`src/rtl/mp_adder_seq.sv`:
```
// Multi-precision add/subtract sequencer. One WIDTH-bit adder slice is swept
// across the operand words, least significant word first, one word per clock.
module mp_adder_seq #(
  parameter int WIDTH = 8,
  parameter int WORDS = 4
) (
  input  logic                   clk,
  input  logic                   reset,
  input  logic                   in_valid,
  output logic                   in_ready,
  input  logic                   sub,
  input  logic [WORDS*WIDTH-1:0] a,
  input  logic [WORDS*WIDTH-1:0] b,
  output logic                   out_valid,
  input  logic                   out_ready,
  output logic [WORDS*WIDTH-1:0] y,
  output logic                   cout,
  output logic                   ovf
);

  localparam int N  = WORDS * WIDTH;
  localparam int IW = (WORDS > 2) ? $clog2(WORDS) : 1;

  typedef enum logic [1:0] {IDLE, RUN, DONE} state_t;

  state_t          state_q;
  logic [IW-1:0]   idx_q;
  logic            carry_q;
  logic [N-1:0]    a_q;
  logic [N-1:0]    b_q;
  logic [N-1:0]    y_q;
  logic            cout_q;
  logic            ovf_q;
  logic            in_ready_q;
  logic            out_valid_q;

  logic [WIDTH-1:0] aWord;
  logic [WIDTH-1:0] bWord;
  logic [WIDTH-1:0] sWord;
  logic             cWord;
  logic             lastWord;

  // The single shared slice; B already holds ~b for subtraction.
  always_comb begin
    aWord           = a_q[idx_q*WIDTH +: WIDTH];
    bWord           = b_q[idx_q*WIDTH +: WIDTH];
    {cWord, sWord}  = {1'b0, aWord} + {1'b0, bWord} + {{WIDTH{1'b0}}, carry_q};
    lastWord        = (idx_q == IW'(WORDS - 1));
  end

  always_ff @(posedge clk or posedge reset) begin
    if (reset) begin
      state_q     <= IDLE;
      idx_q       <= '0;
      carry_q     <= 1'b0;
      a_q         <= '0;
      b_q         <= '0;
      y_q         <= '0;
      cout_q      <= 1'b0;
      ovf_q       <= 1'b0;
      in_ready_q  <= 1'b1;
      out_valid_q <= 1'b0;
    end else begin
      case (state_q)
        IDLE: begin
          if (in_valid) begin
            a_q        <= a;
            b_q        <= sub ? ~b : b;
            carry_q    <= sub;
            y_q        <= '0;
            idx_q      <= '0;
            in_ready_q <= 1'b0;
            state_q    <= RUN;
          end
        end
        RUN: begin
          y_q[idx_q*WIDTH +: WIDTH] <= sWord;
          carry_q                   <= cWord;
          idx_q                     <= idx_q + IW'(1);
          // Overflow uses the post-inversion B msb, so one rule covers add and sub.
          if (lastWord) begin
            cout_q      <= cWord;
            ovf_q       <= (aWord[WIDTH-1] == bWord[WIDTH-1]) &&
                           (sWord[WIDTH-1] != aWord[WIDTH-1]);
            out_valid_q <= 1'b1;
            state_q     <= DONE;
          end
        end
        DONE: begin
          if (out_ready) begin
            out_valid_q <= 1'b0;
            in_ready_q  <= 1'b1;
            state_q     <= IDLE;
          end
        end
        default: begin
          out_valid_q <= 1'b0;
          in_ready_q  <= 1'b1;
          state_q     <= IDLE;
        end
      endcase
    end
  end

  assign in_ready  = in_ready_q;
  assign out_valid = out_valid_q;
  assign y         = y_q;
  assign cout      = cout_q;
  assign ovf       = ovf_q;

endmodule
```
`config.mk`:
```
export PLATFORM = sky130hd
export DESIGN_NAME = mp_adder_seq
export DESIGN_NICKNAME = d
export VERILOG_FILES = /design/src/rtl/mp_adder_seq.sv
export SDC_FILE = /design/constraint.sdc
export NUM_CORES = 1
export LEC_CHECK = 0
export ABC_AREA = 1
export BUFFER_PORTS_ARGS = -buffer_cell sky130_fd_sc_hd__clkbuf_2
export CAP_MARGIN = 40
export CELL_PAD_IN_SITES_DETAIL_PLACEMENT = 0
export CELL_PAD_IN_SITES_GLOBAL_PLACEMENT = 1
export CORE_MARGIN = 2
export CORE_UTILIZATION = 32
export DETAILED_ROUTE_END_ITERATION = 8
export PLACE_DENSITY_LB_ADDON = 0.1
export RECOVER_POWER = 25
export SYNTH_ARGS = -nofsm -noshare
export SYNTH_HDL_FRONTEND = slang
export SYNTH_SLANG_ARGS = --single-unit
```
`constraint.sdc`:
```
create_clock -name clk -period 3.25 [get_ports clk]
set_clock_uncertainty 0.05 [all_clocks]
set_input_delay 0.4875 -clock clk [delete_from_list [all_inputs] [get_ports clk]]
set_output_delay 0.4875 -clock clk [all_outputs]
set_load 0.01 [all_outputs]
```
; Word-level counts from Yosys, hierarchy flattened
; Index checks and enable logic that the tools add are counted.
[classes]
n_div = 0
order_cmp = 0
n_addsub = 4
n_eq_ne = 8
bitwise = 3
mux = 18
reduce_logical = 9
n_shift = 4
multipliers = 0
[ops]
columns = op, n
row1 = 32-bit two-way mux, 2
row2 = 32-bit one-hot mux with 2 select lines, 1
row3 = 32-bit by 6-bit variable part select with 8-bit output, 2
row4 = 5-bit negation with 34-bit output, 1
row5 = "8-bit by 34-bit variable shift with 32-bit output, first input constant", 1
row6 = 8-bit by 34-bit variable part select with 32-bit output, 1
row7 = 32-bit bitwise mux, 1
row8 = 32-bit inverter, 1
row9 = 8-bit by 8-bit adder with 9-bit output, 1
row10 = 9-bit by 1-bit adder with 9-bit output, 1
row11 = 3-bit AND reduction, 3
row12 = 2-bit two-way mux, 4
row13 = "2-bit != test, second input constant", 3
row14 = 1-bit one-hot mux with 3 select lines, 2
row15 = 2-bit one-hot mux with 3 select lines, 1
row16 = 2-bit AND reduction, 3
row17 = 1-bit two-way mux, 5
row18 = "2-bit == test, second input constant", 2
row19 = 2-bit one-hot mux with 2 select lines, 1
row20 = "2-bit by 1-bit adder with 2-bit output, second input constant", 1
row21 = "2-bit by 1-bit == test with 1-bit output, second input constant", 1
row22 = 2-bit logical NOT, 1
row23 = 1-bit inverter, 2
row24 = 1-bit one-hot mux with 2 select lines, 1
row25 = 4 further kinds, 4
[word_totals]
in_bits = 69
register_bits = 105
word_cells = 56
rom_bits = 0
latchBits = 0
output_inout_bits = 36
memories = 0
mem_bits_rw = 0

; Logic depth before layout (Yosys ltp)
[logic_depth]
ltp_word = 6
depth_mapped = 15

; Worst setup path after synthesis
; Ideal clock, no wire load.
[synth_path]
kind = register -> register
start = register idx_q[0]
end = register y_q[12] (netlist: y[12])
synth_period_minus_slack_ns = 2.369
arrival_ns = 2.254
stages_incl_launch_ff = 13
setup_slack_ns = 0.881
cell_sequence = dfrtp_1 > buf_2 > clkbuf_1 > nor2_1 > o22ai_1 > fa_1 > inv_1 > fa_1 > inv_1 > a21oi_1 > xnor2_1 > nand4_1 > nand2_1
[synth_between]
elab_chain_len = 6
[synth_lines]
columns = item, line
row1 = start: declaration, 27  ; logic [IW-1:0] idx_q;
row2 = start signal: assignment, 79  ; idx_q <= idx_q + IW'(1);
row3 = "32-bit by 6-bit variable part select with 8-bit output, on equally long branches", "45, 46"
row4 = 8-bit by 8-bit adder with 9-bit output, 47  ; {cWord, sWord} = {1'b0, aWord} + {1'b0, bWord} + {{WIDTH{1'b0}}, carry_q};
row5 = 9-bit by 1-bit adder with 9-bit output, 47
row6 = 8-bit by 34-bit variable part select with 32-bit output, 77  ; y_q[idx_q*WIDTH +: WIDTH] <= sWord;
row7 = 32-bit bitwise mux (*), 77
row8 = 32-bit one-hot mux with 2 select lines (*), 64  ; case (state_q)
row9 = end signal: indexed assignment, 77
row10 = end: declaration, 31  ; logic [N-1:0] y_q;
; Every way passes the cells marked *; elsewhere a longest branch is shown, timed or not.
; A chain may end at the register's enable or synchronous reset.

; Final worst setup path
[layout_path]
start = register idx_q[1]
end = register y_q[28] (netlist: y[28])
; The elaborated chain is that of the path after synthesis.

==> metrics <==
status finished, final reports clean; ant diodes 0; die width 131.4 microns; nets in the synthesized netlist 703; largest net degree at the start of global routing 89; post-layout min period 2.865 ns; initial antenna violation count 0; Synth Instances 621; Flop pwr share 0.318; CP cell instances inv_1, o21ai_0, o22ai_1, fa_1, inv_1, fa_1, inv_1, a21oi_1, xnor2_1, nand4_1, nand2_1; Slew Limit Fails 0; first-pass GRT wire length 22.87 mm; Pleak 3.244 nW; fin area 6218 sq um; Max-cap violations 0; #FFs+latches synth 105; number of synthesized flops with an enable pin 0; Worst-Margin Slew 1.249 ns; Initial Util 0.3271; drt drc 0; slowest cell on the critical path inv_1; Post-DP Area 5929 sq um; Setup TNS 0 ns; DRT Pass-1 Iters 5; Clk network pwr share 0.166; die area 17270 sq um; CP Max Fanout 21; Netlist cell types 33; commonest non-fill, non-tap cell in the layout nand2_1; Post-synth ARST share 1.000; Syn. warnings 0; Max IR drop VDD 0.0004332 V; register area share after synthesis 0.5059; CTS tree done; htree depth 3; required time worst endpoint 3.49 ns; Syn Area/Cell 8.368 sq um; Routability Congestion 0.7678; Die Y 131.4 microns; number of buffers added on ports 104; PostCTS Resize Cnt 0; cell-internal power 0.003643 W; WS Path Type reg2reg; Switch Pwr 0.003207 W; Site Rows 46; HP Class in2async; share of layout cells above drive strength 1 0.2033; unrepaired setup endpoints after global routing false; main flop type after synthesis dfrtp_1; CP max stage delay 0.43 ns; Final ANT Viol Nets 0; CTS max path bufs 2; Critical Path End Type flip-flop; PD cells 1102 nW/um^2; Max transition margin 0.1675; DRT iter0 DRCs 262; cell mode on critical path inv_1; core footprint 15890 sq um; DP Wirelength 10.31 mm; # Post-CTS Setup Buffers 0; All-Layer GR Usage 0.1679; Critical Path Start Type flip-flop; combinational power share 0.516; Sw Ratio 0.4682; IO Pins 105; Crit path max-delay family adder cells; CTS Hold Buffers Added 0; CTS clk-pin slew, worst paths 0.07 ns; CP bufs+invs 3; total overflow reported by the global router 0; final WL 13.91 mm; # setup viols final 0; Layout area overhead 19.67%; Worst EP arrival 3.11 ns; vias in the first global route 4256; fmax 0.3490 GHz; via count 4352; Routed WL per cell 14.89 microns; CTS sink count 105; vias per cell 4.660; final hold vios 0; Root Buffer clkbuf_16; Synth Cell Area 5196 sq um; most frequent cells in the layout nand2_1, clkbuf_2, dfrtp_1; final worst path period share 0.8816; CTS buffer count 9; Worst-Skew Late Latency 0.36 ns; final net count 795
## kinds of logic (layout without fill, tap and decap cells)
logic type | after synthesis | count (layout) | share of synthesized area
compound gates | 102 | 102 | 0.1091
flops | 105 | 105 | 0.5059
buf+inv | 67 | 164 | 0.05635
fa+ha+maj | 13 | 13 | 0.03419
simple gates | 299 | 299 | 0.2355
xor+xnor | 35 | 35 | 0.05899
## flip-flops by register name (all words and copies together) (netlist names)
name,count
a_q,32
ovf,1
state_q,2
b_q,32
cout,1
carry_q,1
out_valid,1
idx_q,2
y,32
in_ready,1
## final cells by class
| cell class | instances | area (sq um) |
|---|---|---|
| multi-input cells | 449 | 2275 |
| well taps | 216 | 270.3 |
| inverters | 37 | 142.6 |
| clock buffers | 11 | 252.7 |
| flip-flops and latches | 105 | 2629 |
| repair buffers | 111 | 595.6 |
| clock inverters | 5 | 53.80 |
| fillers | 1727 | 9667 |
## path summary, 6_finish.rpt
path	from	end	slack, ns	depth (start not counted)
worst max-delay path	idx_q[1]	y[28]	0.38	11
worst min-delay path	reset	y[13]	0.11	2
worst max register to register	idx_q[1]	y[28]	0.38	11
worst min register to register	y[15]	y[15]	0.43	2
max in group asynchronous	reset	b_q[24]	1.45	3
min in group clk	a[17]	a_q[17]	0.27	3
## power by group through the flow
| stage | logic, W | registers [W] | clock network [W] |
|---|---|---|---|
| 2_1_floorplan | 0.00249 | 0.00213 | 0 |
| 3_5_place_dp | 0.00359 | 0.00221 | 0 |
| 4_1_cts | 0.00360 | 0.00219 | 0.00117 |
| 6_report | 0.00354 | 0.00218 | 0.00113 |
| 5_1_grt | 0.00403 | 0.00225 | 0.00122 |
| 3_3_place_gp | 0.00355 | 0.00221 | 0 |
## metrics by stage
step / total power, W / hold slack, ns / cells / util / setup WS [ns]
2_1_floorplan: 0.004627 / 0.3936 / 621 / - / 0.8808
3_3_place_gp: 0.005762 / 0.4127 / 917 / 0.3720 / 0.4367
3_5_place_dp: 0.005798 / 0.4158 / 918 / 0.3733 / 0.3349
4_1_cts: 0.006959 / 0.04171 / 934 / 0.3926 / 0.3088
5_1_grt: 0.007505 / 0.1596 / 934 / 0.3915 / 0.05335
6_report: 0.006850 / 0.1061 / 934 / 0.3915 / 0.3849
## routing by layer
metal	vias up	share of wire	track usage
li1	2179	-	-
met1	2060	0.48	0.2352
met2	100	0.47	0.2612
met3	13	0.043	0.03009
met4	0	0.015	0.05857
met5	-	0	0
## Yosys cell counts (2+ instances only)
library cell / n / area share
o21ai_0: 68 / 0.065
inv_2: 5 / 0.0036
buf_4: 4 / 0.0058
nand3_1: 19 / 0.018
buf_2: 18 / 0.017
dfrtp_1: 104 / 0.50
nand2_1: 230 / 0.17
fa_1: 2 / 0.0077
clkbuf_1: 7 / 0.0051
a32oi_1: 2 / 0.0034
o21ai_2: 2 / 0.0034
ha_1: 11 / 0.026
nor2_1: 33 / 0.024
xnor2_1: 34 / 0.057
o22ai_1: 14 / 0.017
inv_1: 30 / 0.022
nand4_1: 10 / 0.012
a22o_1: 2 / 0.0034
nor2_4: 4 / 0.0087
a21oi_1: 8 / 0.0077
o21ai_1: 2 / 0.0019
(Power assumes the default switching activity.)
